===== src/rtl/control_unit_pipe.sv =====
// RV32I(+M) decode-stage control: decodes D, registers the control word into E,
// and sequences multi-cycle mul/div operations by holding E and stalling upstream.
module control_unit_pipe #(
  parameter int ENABLE_M = 1,
  parameter int MUL_LAT  = 2,
  parameter int DIV_LAT  = 33
) (
  input  logic       clk,
  input  logic       rst_n,
  input  logic [6:0] op_D,
  input  logic [2:0] funct3_D,
  input  logic [6:0] funct7_D,
  input  logic       stall_D,
  input  logic       flush_E,
  output logic [2:0] ImmSrc_D,
  output logic       RegWrite_E,
  output logic       MemWrite_E,
  output logic [1:0] ResultSrc_E,
  output logic [2:0] Branch_E,
  output logic [1:0] Jump_E,
  output logic [3:0] ALUControl_E,
  output logic       ALUSrcA_E,
  output logic       ALUSrcB_E,
  output logic       LoadSign_E,
  output logic [1:0] SizeSrc_E,
  output logic [2:0] MulDivOp_E,
  output logic       md_start_E,
  output logic       md_done_E,
  output logic       stall_req,
  output logic       illegal_E
);

  typedef struct packed {
    logic       regwrite;
    logic       memwrite;
    logic [1:0] resultsrc;
    logic [2:0] branch;
    logic [1:0] jump;
    logic [3:0] aluctl;
    logic       srca;
    logic       srcb;
    logic       loadsign;
    logic [1:0] size;
    logic [2:0] mdop;
    logic       illegal;
  } ctrl_t;

  localparam ctrl_t CTRL_NOP = '{regwrite: 1'b0, memwrite: 1'b0, resultsrc: 2'b00,
                                 branch: 3'b010, jump: 2'b00, aluctl: 4'b0000,
                                 srca: 1'b0, srcb: 1'b0, loadsign: 1'b0,
                                 size: 2'b00, mdop: 3'b000, illegal: 1'b0};

  localparam logic [5:0] MUL_CNT = 6'(MUL_LAT - 1);
  localparam logic [5:0] DIV_CNT = 6'(DIV_LAT - 1);

  typedef enum logic [1:0] {S_IDLE, S_BUSY, S_DONE} state_t;

  function automatic logic [3:0] alu_op(input logic [2:0] f3, input logic alt);
    case (f3)
      3'b000:  alu_op = alt ? 4'b0001 : 4'b0000;
      3'b001:  alu_op = 4'b1000;
      3'b010:  alu_op = 4'b0110;
      3'b011:  alu_op = 4'b0101;
      3'b100:  alu_op = 4'b0100;
      3'b101:  alu_op = alt ? 4'b1010 : 4'b1001;
      3'b110:  alu_op = 4'b0011;
      default: alu_op = 4'b0010;
    endcase
  endfunction

  function automatic logic [1:0] size_sel(input logic [2:0] f3);
    case (f3[1:0])
      2'b00:   size_sel = 2'b10;
      2'b01:   size_sel = 2'b01;
      default: size_sel = 2'b00;
    endcase
  endfunction

  ctrl_t  dec, e_q, e_d;
  state_t state_q, state_d;
  logic [5:0] cnt_q, cnt_d, lat_cnt;
  logic   retired_q, retired_d;
  logic   is_md;

  always_comb begin
    dec      = CTRL_NOP;
    ImmSrc_D = 3'b000;
    case (op_D)
      7'b0110011: begin
        if (funct7_D == 7'b0000001) begin
          if (ENABLE_M != 0) begin
            dec.regwrite  = 1'b1;
            dec.resultsrc = 2'b11;
            dec.mdop      = funct3_D;
          end else begin
            dec.illegal = 1'b1;
            ImmSrc_D    = 3'b111;
          end
        end else begin
          dec.regwrite = 1'b1;
          dec.aluctl   = alu_op(funct3_D, funct7_D[5]);
        end
      end
      7'b0010011: begin
        dec.regwrite = 1'b1;
        dec.srcb     = 1'b1;
        dec.aluctl   = alu_op(funct3_D, (funct3_D == 3'b101) && funct7_D[5]);
        ImmSrc_D     = (funct3_D[1:0] == 2'b01) ? 3'b101 : 3'b000;
      end
      7'b0000011: begin
        dec.regwrite  = 1'b1;
        dec.resultsrc = 2'b01;
        dec.srcb      = 1'b1;
        dec.loadsign  = ~funct3_D[2];
        dec.size      = size_sel(funct3_D);
      end
      7'b0100011: begin
        dec.memwrite = 1'b1;
        dec.srcb     = 1'b1;
        dec.size     = size_sel(funct3_D);
        ImmSrc_D     = 3'b001;
      end
      7'b1100011: begin
        dec.aluctl = 4'b0001;
        if (funct3_D[2:1] != 2'b01) dec.branch = funct3_D;
        ImmSrc_D   = 3'b010;
      end
      7'b1101111: begin
        dec.regwrite  = 1'b1;
        dec.resultsrc = 2'b10;
        dec.jump      = 2'b10;
        dec.srca      = 1'b1;
        dec.srcb      = 1'b1;
        ImmSrc_D      = 3'b011;
      end
      7'b1100111: begin
        dec.regwrite  = 1'b1;
        dec.resultsrc = 2'b10;
        dec.jump      = 2'b11;
        dec.srcb      = 1'b1;
      end
      7'b0110111: begin
        dec.regwrite = 1'b1;
        dec.srcb     = 1'b1;
        dec.aluctl   = 4'b0111;
        ImmSrc_D     = 3'b100;
      end
      7'b0010111: begin
        dec.regwrite = 1'b1;
        dec.srca     = 1'b1;
        dec.srcb     = 1'b1;
        ImmSrc_D     = 3'b100;
      end
      default: begin
        dec.illegal = 1'b1;
        ImmSrc_D    = 3'b111;
      end
    endcase
  end

  // A completed M-op still held by stall_D is marked retired so it cannot restart.
  assign is_md      = (e_q.resultsrc == 2'b11);
  assign lat_cnt    = e_q.mdop[2] ? DIV_CNT : MUL_CNT;
  assign stall_req  = is_md && !retired_q && (state_q != S_DONE);
  assign md_start_E = is_md && !retired_q && (state_q == S_IDLE) && !flush_E;
  assign md_done_E  = (state_q == S_DONE) && !flush_E;

  always_comb begin
    e_d       = e_q;
    state_d   = state_q;
    cnt_d     = cnt_q;
    retired_d = retired_q;
    if (flush_E) begin
      e_d       = CTRL_NOP;
      state_d   = S_IDLE;
      cnt_d     = 6'd0;
      retired_d = 1'b0;
    end else begin
      case (state_q)
        S_IDLE: if (md_start_E) begin
          state_d = (lat_cnt == 6'd0) ? S_DONE : S_BUSY;
          cnt_d   = lat_cnt;
        end
        S_BUSY: begin
          cnt_d = cnt_q - 6'd1;
          if (cnt_q == 6'd1) state_d = S_DONE;
        end
        S_DONE: begin
          state_d   = S_IDLE;
          retired_d = 1'b1;
        end
        default: state_d = S_IDLE;
      endcase
      if (!(stall_req || stall_D)) begin
        e_d       = dec;
        retired_d = 1'b0;
      end
    end
  end

  always_ff @(posedge clk or negedge rst_n) begin
    if (!rst_n) begin
      e_q       <= CTRL_NOP;
      state_q   <= S_IDLE;
      cnt_q     <= 6'd0;
      retired_q <= 1'b0;
    end else begin
      e_q       <= e_d;
      state_q   <= state_d;
      cnt_q     <= cnt_d;
      retired_q <= retired_d;
    end
  end

  assign RegWrite_E   = e_q.regwrite && (!is_md || md_done_E);
  assign MemWrite_E   = e_q.memwrite;
  assign ResultSrc_E  = e_q.resultsrc;
  assign Branch_E     = e_q.branch;
  assign Jump_E       = e_q.jump;
  assign ALUControl_E = e_q.aluctl;
  assign ALUSrcA_E    = e_q.srca;
  assign ALUSrcB_E    = e_q.srcb;
  assign LoadSign_E   = e_q.loadsign;
  assign SizeSrc_E    = e_q.size;
  assign MulDivOp_E   = e_q.mdop;
  assign illegal_E    = e_q.illegal;

endmodule


===== config.mk =====
export PLATFORM = sky130hd
export DESIGN_NAME = control_unit_pipe
export DESIGN_NICKNAME = d
export VERILOG_FILES = /design/src/rtl/control_unit_pipe.sv
export SDC_FILE = /design/constraint.sdc
export NUM_CORES = 1
export LEC_CHECK = 0
export BUFFER_PORTS_ARGS = -buffer_cell sky130_fd_sc_hd__clkbuf_2
export CORE_UTILIZATION = 30
export CTS_CLUSTER_DIAMETER = 100
export CTS_CLUSTER_SIZE = 28
export DETAILED_ROUTE_END_ITERATION = 16
export PLACE_DENSITY = 0.55
export SKIP_CTS_REPAIR_TIMING = 1
export SLEW_MARGIN = 20
export SYNTH_ARGS = -nofsm -noshare
export SYNTH_HDL_FRONTEND = slang
export SYNTH_SLANG_ARGS = --single-unit

===== constraint.sdc =====
create_clock -name clk -period 1.5 [get_ports clk]
set_input_delay 0.225 -clock clk [delete_from_list [all_inputs] [get_ports clk]]
set_output_delay 0.225 -clock clk [all_outputs]
set_load 0.01 [all_outputs]

======== Word level (Yosys, flattened, before mapping) ========
Cells that the tools add are included.
storage, ports and cells
  bits in registers ....................... 31
  input bits .............................. 21
  output and inout port bits .............. 28
cells by class
  add/sub/neg operators ................... 1
  eq/ne operators ......................... 27
  mux-type cells .......................... 39
  bitwise logic cells ..................... 1
  reductions and logical operators ........ 27
operators by type and width
  operator            number
  $pmux 4 s7          2
  $mux 22             2
  $eq 7x6->1 const B  3
  $eq 7x7->1 const B  3
  $mux 6              3
  $pmux 3 s6          1
  $mux 2              8
  $pmux 4 s4          1
  $eq 7x5->1 const B  2
  $reduce_or 7->1     2
  $mux 3              4
  $pmux 2 s2          3
  $pmux 6 s2          1
  $mux 1              10
  $eq 3x3->1 const B  3
  $ne 3x3->1 const B  3
  $mux 4              2
  $reduce_or 2->1     4
  $reduce_or 8->1     1
  $eq 7x1->1 const B  1
  $eq 7x2->1 const B  1
  $logic_and 1x1->1   7
  $eq 3x2->1 const B  2
  $eq 6x1->1 const B  1
  other kinds (17)    25

======== Depth between registers and ports, before layout ========
Gate-level depths: netlist (run 1).
  word-level depth ........................ 7
  depth in mapped cells ................... 6

======== Worst setup path after synthesis (run 1) ========
No wires, ideal clock.
  kind .................................... register to register
  start ................................... reg e_q (netlist bit ResultSrc_E[1])
  end ..................................... reg e_q (netlist bit Jump_E[0])
  setup time .............................. 0.078 ns
  data arrival time ....................... 1.460 ns
  data required time ...................... 1.422 ns
  setup slack ............................. -0.038 ns
  stages on the path, launching flop included .. 6
  buffers on the path ..................... 1
  clock period less this slack ............ 1.538 ns
  cell sequence ........................... dfrtp_1 > and3b_4 > a21o_4 > buf_6 > or4_1 > a21oi_1
on the way
  word-level cells in the longest chain between the ends .. 5
ends and longest elaborated chain
  what                            RTL line  RTL
  start: declaration              79        ctrl_t dec, e_q, e_d;
  start signal: assignment        203       e_q <= CTRL_NOP;
  start signal: assignment        208       e_q <= e_d;
  $eq 2x2->1                      162       assign is_md = (e_q.resultsrc == 2'b11);
  $logic_and 1x1->1 (2 in a row)  164       assign stall_req = is_md && !retired_q && (state_q != S_DONE);
  $logic_or 1x1->1                194       if (!(stall_req || stall_D)) begin
  $ne 2x2->1 (no source line)     --
Every way passes these cells.
A chain may end at the register's enable or synchronous reset.

======== Worst setup path after layout (run 1) ========
  start ................................... reg retired_q
  end ..................................... out md_start_E
on the way
  word-level cells in the longest chain between the ends .. 4
ends and longest elaborated chain
  what                            RTL line  RTL
  start: declaration              82        logic retired_q, retired_d;
  start signal: assignment        211       retired_q <= retired_d;
  $logic_not 1->1                 165       assign md_start_E = is_md && !retired_q && (state_q == S_IDLE) && !flush_E;
  $logic_and 1x1->1 (3 in a row)  165
  end: declaration                27        output logic md_start_E,
Every way passes these cells.

==> out/metrics.cfg, run 1 <==
[status]
outcome = complete, but fails checks
violations = DRC, setup timing

[route]
avgViaCountPerCell = 5.110
first_iter_violations = 120
drc = 6
wire_per_inst_um = 14.53
first_pass_iters = 10
vias = 1901
drt-total-wl_um = 5406
ant_nets = 0

[global_routing]
grt_overflow = 0
grt_pass1_vias = 1838
grt_max_degree = 32
grt_usage_pct = 16.59
grt_pass1_wl_um = 9363
antenna_found_initial = 0

[cts]
clkTransAtPathRegs_ns = 0.06
cts_buffers = 5
cts_tree = done
clk_latency_ns = 0.28
cts_sinks = 31
clockRootBuffer = clkbuf_8
cts_buffer_depth = 2
htreeDepth = 2

[synthesis]
synth_warnings = 0
synth_top_area_share_pct = 37.13
synth_edf_count = 0
syn_nets = 248
syn_area_um2 = 2022
synth_flop_cell = dfrtp_1
ys_ff_latch = 31
synthArstFlopShare_pct = 100.0
synth_cell_types = 60
synth_most_common_cell = dfrtp_1
synth_top_cell_by_area = dfrtp_1
yosys-top-cells-area = dfrtp_1 37%, buf_4 6.3%, a21oi_1 5.0%, nand2_1 4.3%, nor2_1 3.7%
synthTopCellsByCount = 30 x dfrtp_1, 23 x nand2_1, 20 x a21oi_1, 20 x nor2_1, 17 x buf_4
yosysSeqAreaShare_pct = 38.43
postSynthCellCount = 225
syn_avg_cell_area_um2 = 8.986

[critical_path]
critical_path_required_ns = 1.27
start_kind = flip-flop
end_kind = output port
cp_max_fo = 4
path_class = reg -> out
worstPathArrival_ns = 1.37

[power_and_ir_drop]
irDropWorstVdd_mv = 0.2821
power.density_nw_per_um2 = 664.0
leakage_nw = 1.238
fin_total_pwr_mw = 1.760

[sta]
fin_tns_setup_ns = -0.2793
final_max_slew_viol_count = 0
fin_skew_ns = 0.003291
worst_pin_slew_ns = 0.4158
worst_slack_ns = -0.09550
max-slew-margin-rel_pct = 72.28
rsz0062_at_grt = true
setup_viol = 6
fmax_mhz = 626.8
hold_violations = 0
whs_ns = 0.2521
fin_crit_ns = 1.595
min_period_over_period_pct = 106.4

[place]
dpl_cell_area_um2 = 2460
gp_congestion = 0.8543
dp_cells = 360
io_buffer_count = 48
dp_slack_ns = -0.1345
dp_hpwl_um = 4194

[floorplanning]
fp.dieArea_um2 = 7072
rows = 29
initial_core_util_pct = 31.48
die_w_um = 84.10
ios = 49
die_h_um = 84.10
core_area_um2 = 6422

[finish]
drive_gt1_share_pct = 40.34
syn2layout_area_growth_pct = 31.13
insertedDiodeCount = 0
fin_nets = 317
final_util_pct = 41.28
stdcell_count = 372
final_area_um2 = 2651

[min_path]
hp-class = in -> reg

[job]
drv_cap = 0

-- state kept, by name, summed over array words and instances, names as in the netlist, 2 cells and up --
name	count
cnt_q	6
ALUControl_E	4
Branch_E	3
MulDivOp_E	3
Jump_E	2
ResultSrc_E	2
SizeSrc_E	2
state_q	2
-- layout make-up --
cell class | count | area [um^2]
flip-flops and latches | 31 | 777.0
repair buffers | 91 | 583.1
inverters | 6 | 22.52
fillers | 656 | 3771
multi-input cells | 159 | 1092
clock buffers | 8 | 80.08
well taps | 77 | 96.34
-- layout by cell type, fill, tap and decap left out, drive strengths merged, types with 2 or more instances in the layout --
master and n:
nor2 20, nand2b 3, or4 4, dfrtp 30
and3b 5, nor2b 4, o21bai 3, a21o 2
and4bb 2, nand3 4, nand3b 3, o2bb2ai 2
ha 2, clkbuf 54, nor3 4, nand2 23
a31oi 2, buf 44, and2 2, nor3b 3
nand4 2, o22ai 3, nor4b 3, xor2 2
o21a 2, or3 2, o211ai 3, nand4b 3
a22o 6, inv 6, o21ai 8, a21oi 20
-- worst paths after layout --
path                           startpoint  slack (ns)  depth (start not counted)             to
setup / recovery                retired_q        -0.1                          4     md_start_E
hold / removal                    stall_D        0.25                          2      retired_q
setup reg to reg           ResultSrc_E[0]       -0.06                          4    Branch_E[0]
hold reg to reg             MulDivOp_E[1]        0.51                          1  MulDivOp_E[1]
max in group asynchronous           rst_n        0.68                          3    Branch_E[1]
min in group asynchronous           rst_n        0.49                          3  MulDivOp_E[0]
-- power breakdown --
group	total [mW]	switching (mW)	internal [mW]
clock	0.642	0.312	0.329
combinational	0.275	0.155	0.120
sequential	0.844	0.00269	0.841
-- layer usage --
| metal | vias up | share of wire, % | track usage, % |
|---|---|---|---|
| met3 | 14 | 3.4 | 2.770 |
| met4 | 0 | 1.6 | 5.329 |
| met5 | - | 0 | 0 |
| met2 | 51 | 43 | 25.04 |
| li1 | 947 | - | - |
| met1 | 889 | 52 | 24.01 |
-- worst max-delay path: stages, from the launching register on --
cell	delay (ns)
dfrtp_1	0.38
and3b_4	0.31
buf_6	0.11
and3_4	0.19
buf_6	0.10
-- kinds of logic after synthesis --
kind of cell	after synthesis	share of synthesized area, %
AO/OA/AOI/OAI	61	20.61
XOR/XNOR	2	0.8665
adder cells (fa/ha/maj)	2	1.237
buffers and inverters	35	10.58
flip-flops	31	38.43
multiplexers	1	0.4951
AND/OR/NAND/NOR	93	27.78
No activity file was read; power rests on OpenSTA's default activity.
==> run 2, diff against run 1 <==
- ABC_CLOCK_PERIOD_IN_PS: not set -> 1500
- GPL_TIMING_DRIVEN: not set -> 0
- SETUP_SLACK_MARGIN: not set -> 0.1
==> run 2 against run 1 <==
Effect of this change:
- sequential share of layout area shrank 0.20 points
- highest routed layer unchanged
- combinational power fell by 7.3%
- critical path type is now reg -> reg
- setup slack lost 0.048 ns
- routed wire length is 1.7% lower
- cell count fell by 0.54%
- clock power down 3.6%
- core utilization grew 0.55 points
- the flow still finishes with violations (DRC, setup timing)
- largest cell class unchanged
- die area did not move
- count of clock-buffer cells in the layout stayed put
==> out/metrics.cfg, run 2 (synthesis gave the netlist of run 1 again) <==
[sta]
fin_skew_ns = 0.006957
rsz0062_at_grt = true
setup_viol = 20
fin_tns_setup_ns = -1.271
max-slew-margin-rel_pct = 48.70
worst_slack_ns = -0.1439
hold_violations = 0
worst_pin_slew_ns = 0.7695
fin_crit_ns = 1.644
fmax_mhz = 608.3
final_max_slew_viol_count = 0
min_period_over_period_pct = 109.6

[route]
first_pass_iters = 12
drt-total-wl_um = 5313
vias = 1896
first_iter_violations = 99
ant_nets = 0
wire_per_inst_um = 14.36
avgViaCountPerCell = 5.124
drc = 6

[critical_path]
worst-path-stages = 5
cp_slowest_cell = dfrtp_2
cp_top_family = simple AND/OR/NAND/NOR gates
worstPathArrival_ns = 1.85
cp_max_fo = 9
path_class = reg -> reg
r2r_cells = 5
start_kind = flip-flop
crit_path_cell_trace = and3b_4 -> a21o_4 -> buf_8 -> or4_4 -> a21oi_2
worst-path-buf-inv = 1
cp_slowest_stage_delay_ns = 0.44
critical_path_required_ns = 1.70
end_kind = flip-flop

[finish]
largest_reg_flops = 6
insertedDiodeCount = 0
final_cell_mix = 40 x clkbuf_2, 30 x buf_4, 26 x dfrtp_1
top_register = cnt_q
final_util_pct = 41.83
fin_nets = 315
multi_input_comb_area_um2 = 1127
stdcell_count = 370
drive_gt1_share_pct = 41.30
fill_cells = 644
syn2layout_area_growth_pct = 32.86
final_area_um2 = 2686
final_common_cell = clkbuf_2
register_area_um2 = 782.0

[global_routing]
grt_pass1_wl_um = 8424
antenna_found_initial = 0
grt_overflow = 0
grt_usage_pct = 15.07
grt_pass1_vias = 1672
grt_max_degree = 32

[power_and_ir_drop]
p_switching_uw = 448.6
leakage_nw = 1.230
seqPwrFrac_pct = 49.1
netSwitchingFraction_pct = 26.10
irDropWorstVdd_mv = 0.2468
p_int_mw = 1.270
power.density_nw_per_um2 = 639.9
comb_power_share_pct = 14.8
clkPwrFrac_pct = 36.0

[cts]
clk_latency_ns = 0.28
cts_buffers = 5
clkTransAtPathRegs_ns = 0.07
htreeDepth = 2
cts_buffer_depth = 2
cts_sinks = 31
clockRootBuffer = clkbuf_8
cts_tree = done

[place]
dp_cells = 347
gp_congestion = 0.8884
dp_hpwl_um = 3903
dp_slack_ns = -0.2735
io_buffer_count = 45
dpl_cell_area_um2 = 2344

[floorplanning]
die_h_um = 84.10
ios = 49
die_w_um = 84.10
core_area_um2 = 6422
fp.dieArea_um2 = 7072
rows = 29
initial_core_util_pct = 31.48

[min_path]
hp-class = in -> async

[job]
drv_cap = 0

[status]
outcome = complete, but fails checks
violations = DRC, setup timing

## run 2: cell types whose count changed in the layout (fill, tap and decap cells not counted), moves of 4 or more
cell      before  now
buf_6          4    8
dfrtp_2        0    4
clkbuf_2      46   40
buf_2          1    5
buf_4         39   30
dfrtp_1       30   26
## run 2: power by group through the flow
stage / Sequential, mW / Clock, mW / Combinational [mW]
after floorplan: 0.860 / 0 / 0.123
after global placement: 0.860 / 0 / 0.217
after detailed placement: 0.860 / 0 / 0.217
after CTS: 0.845 / 0.638 / 0.218
after global routing: 0.845 / 0.674 / 0.280
final: 0.845 / 0.619 / 0.255
## run 2: worst reg2reg max path, delay by kind of cell, from the launching register on
kind	cells	cell delay, ns
AOI/OAI and AO/OA	2	0.36
buffers and inverters	1	0.14
DFF	1	0.44
and+or+nand+nor	2	0.63
## run 2: cell type report
type | count | share of cell area (%)
buffer | 29 | 8.430
sequential | 31 | 29.11
timing repair buffer | 60 | 13.09
multi-input combinational | 159 | 41.97
tap | 77 | 3.586
clock buffer | 8 | 2.981
inverter | 6 | 0.8384
## run 2: per-stage QoR
stage	hold WS [ns]	power, mW
6_report	0.01165	1.719
5_1_grt	0.08725	1.799
4_1_cts	0.05347	1.701
3_5_place_dp	0.3504	1.077
3_3_place_gp	0.3513	1.077
2_1_floorplan	-0.07059	0.9830
## run 2: layer usage
layer	global-route usage [%]	wire length [um]	vias up
met5	0	0	-
met4	4.859	67	0
met3	2.967	232	6
met2	22.80	2367	48
met1	21.47	2645	893
li1	-	-	949
## run 2: worst paths after layout
check / startpoint / end / slack (ns)
max: ResultSrc_E[0] / Jump_E[0] / -0.14
min: rst_n / cnt_q[5] / 0.01
max reg2reg: ResultSrc_E[0] / Jump_E[0] / -0.14
min reg2reg: MulDivOp_E[1] / MulDivOp_E[1] / 0.51
max in group asynchronous: rst_n / ResultSrc_E[0] / 0.95
min in group clk: op_D[3] / Jump_E[0] / 0.27
==> run 3, diff against run 2 <==
- ABC_CLOCK_PERIOD_IN_PS: 1500 -> 2000
- PLACE_DENSITY: 0.55 -> 0.53
- clock period: 1.5 -> 2 ns (I/O delays scaled with it)
==> run 3 against run 2 <==
Effect of this change:
- the run ends with DRC left
- final area decreased by 9.4%
- setup slack improved by 0.28 ns
- sequential cell count unchanged
- count of clock-buffer cells in the layout unchanged
- combinational power decreased by 35%
- via count decreased by 2.5%
- clock power decreased by 24%
- first-iteration DRC count increased by 20%
- worst hold slack improved by 0.096 ns
- sequential power decreased by 25%
- clock skew increased by 0.0025 ns
- largest cell class unchanged
- largest power group unchanged
==> out/metrics.cfg, run 3 (synthesis gave the netlist of run 1 again) <==
[status]
outcome = complete, but fails checks
violations = DRC

[sta]
worst_slack_ns = 0.1312
fin_skew_ns = 0.009419
fin_tns_setup_ns = 0
max-slew-margin-rel_pct = 43.99
rsz0062_at_grt = true
fmax_mhz = 535.1
min_period_over_period_pct = 93.44
final_max_slew_viol_count = 0
worst_pin_slew_ns = 0.8402
fin_crit_ns = 1.869
hold_violations = 0
setup_viol = 0

[finish]
final_common_cell = clkbuf_2
final_area_um2 = 2435
final_cell_mix = 46 x clkbuf_2, 30 x dfrtp_1, 23 x nand2_1
insertedDiodeCount = 0
fin_nets = 300
stdcell_count = 355
drive_gt1_share_pct = 30.94
syn2layout_area_growth_pct = 20.42
largest_reg_flops = 6
top_register = cnt_q

[global_routing]
grt_pass1_vias = 1712
grt_overflow = 0
grt_pass1_wl_um = 8666
antenna_found_initial = 0
grt_usage_pct = 15.66
grt_max_degree = 32

[floorplanning]
initial_core_util_pct = 31.48
ios = 49
die_w_um = 84.10
rows = 29
core_area_um2 = 6422
fp.dieArea_um2 = 7072
die_h_um = 84.10

[route]
ant_nets = 0
drt-total-wl_um = 5289
first_pass_iters = 10
drc = 2
vias = 1849
wire_per_inst_um = 14.90
avgViaCountPerCell = 5.208
first_iter_violations = 119

[power_and_ir_drop]
netSwitchingFraction_pct = 26.20
p_int_uw = 937.1
power.density_nw_per_um2 = 521.5
comb_power_share_pct = 13.0
seqPwrFrac_pct = 49.9
clkPwrFrac_pct = 37.1
p_switching_uw = 332.7
irDropWorstVdd_mv = 0.1910
leakage_nw = 1.120

[cts]
clk_latency_ns = 0.28
cts_sinks = 31
htreeDepth = 2
clockRootBuffer = clkbuf_8
clkTransAtPathRegs_ns = 0.07
cts_buffer_depth = 2
cts_buffers = 5
cts_tree = done

[place]
dp_hpwl_um = 3997
dp_slack_ns = 0.09622
gp_congestion = 0.8575
dpl_cell_area_um2 = 2344
io_buffer_count = 45
dp_cells = 347

[critical_path]
path_class = in -> out
start_kind = input pin
ff2ff_setup_slack_ns = 0.31
cp_max_fo = 10
worstPathArrival_ns = 1.57
end_kind = output port
critical_path_required_ns = 1.70
r2r_end = Jump_E[0]
r2r-start = ResultSrc_E[1]
r2r_cells = 5

[job]
drv_cap = 0

[min_path]
hp-class = in -> async

[run 3: worst max-delay path by stage]
stage / slack, ns / depth (start not counted) / to / from
after floorplan: 0.46 / 5 / Jump_E[0] / ResultSrc_E[1]
after CTS: 0.1 / 7 / ImmSrc_D[0] / op_D[2]
after detailed placement: 0.1 / 7 / ImmSrc_D[0] / op_D[2]
after global routing: 0.04 / 7 / ImmSrc_D[0] / op_D[6]
after global placement: 0.1 / 7 / ImmSrc_D[0] / op_D[2]
final: 0.13 / 7 / ImmSrc_D[0] / op_D[6]
[run 3: metrics by stage]
| step | power [mW] | utilization (%) | hold WS (ns) |
|---|---|---|---|
| final | 1.270 | 37.91 | 0.1072 |
| after global routing | 1.333 | 37.91 | 0.1721 |
| after CTS | 1.287 | 37.74 | 0.1274 |
| after detailed placement | 0.8079 | 36.49 | 0.4360 |
| after global placement | 0.8083 | 36.49 | 0.4343 |
| after floorplan | 0.7373 | - | 0.004409 |
[run 3: power by group through the flow]
| stage | sequential [mW] | combinational [mW] | clock, mW |
|---|---|---|---|
| finish | 0.634 | 0.165 | 0.471 |
| global route | 0.634 | 0.183 | 0.517 |
| CTS | 0.633 | 0.164 | 0.490 |
| detailed placement | 0.645 | 0.163 | 0 |
| global placement | 0.645 | 0.163 | 0 |
| floorplan | 0.645 | 0.0921 | 0 |
[run 3: worst max-delay path: stages]
cell      delay (ns)
clkbuf_2        0.12
clkbuf_1        0.21
or2_2           0.33
o21ai_0         0.16
a32oi_1         0.06
o21ai_0         0.21
clkbuf_2        0.18
[run 3: final cells by class]
| class | count | area, um^2 |
|---|---|---|
| flip-flops and latches | 31 | 777.0 |
| fillers | 676 | 3988 |
| clock buffers | 8 | 80.08 |
| multi-input cells | 159 | 1041 |
| plain buffers | 29 | 192.7 |
| inverters | 6 | 22.52 |
| repair buffers | 45 | 225.2 |
| well taps | 77 | 96.34 |
[run 3: metal layers]
metal	wire, um	up-vias	GRT usage [%]	part of all wire, %
li1	-	912	-	-
met4	72	0	5.329	1.4
met5	0	-	0	0
met1	2668	880	22.15	50
met2	2311	51	23.55	44
met3	237	6	3.363	4.5
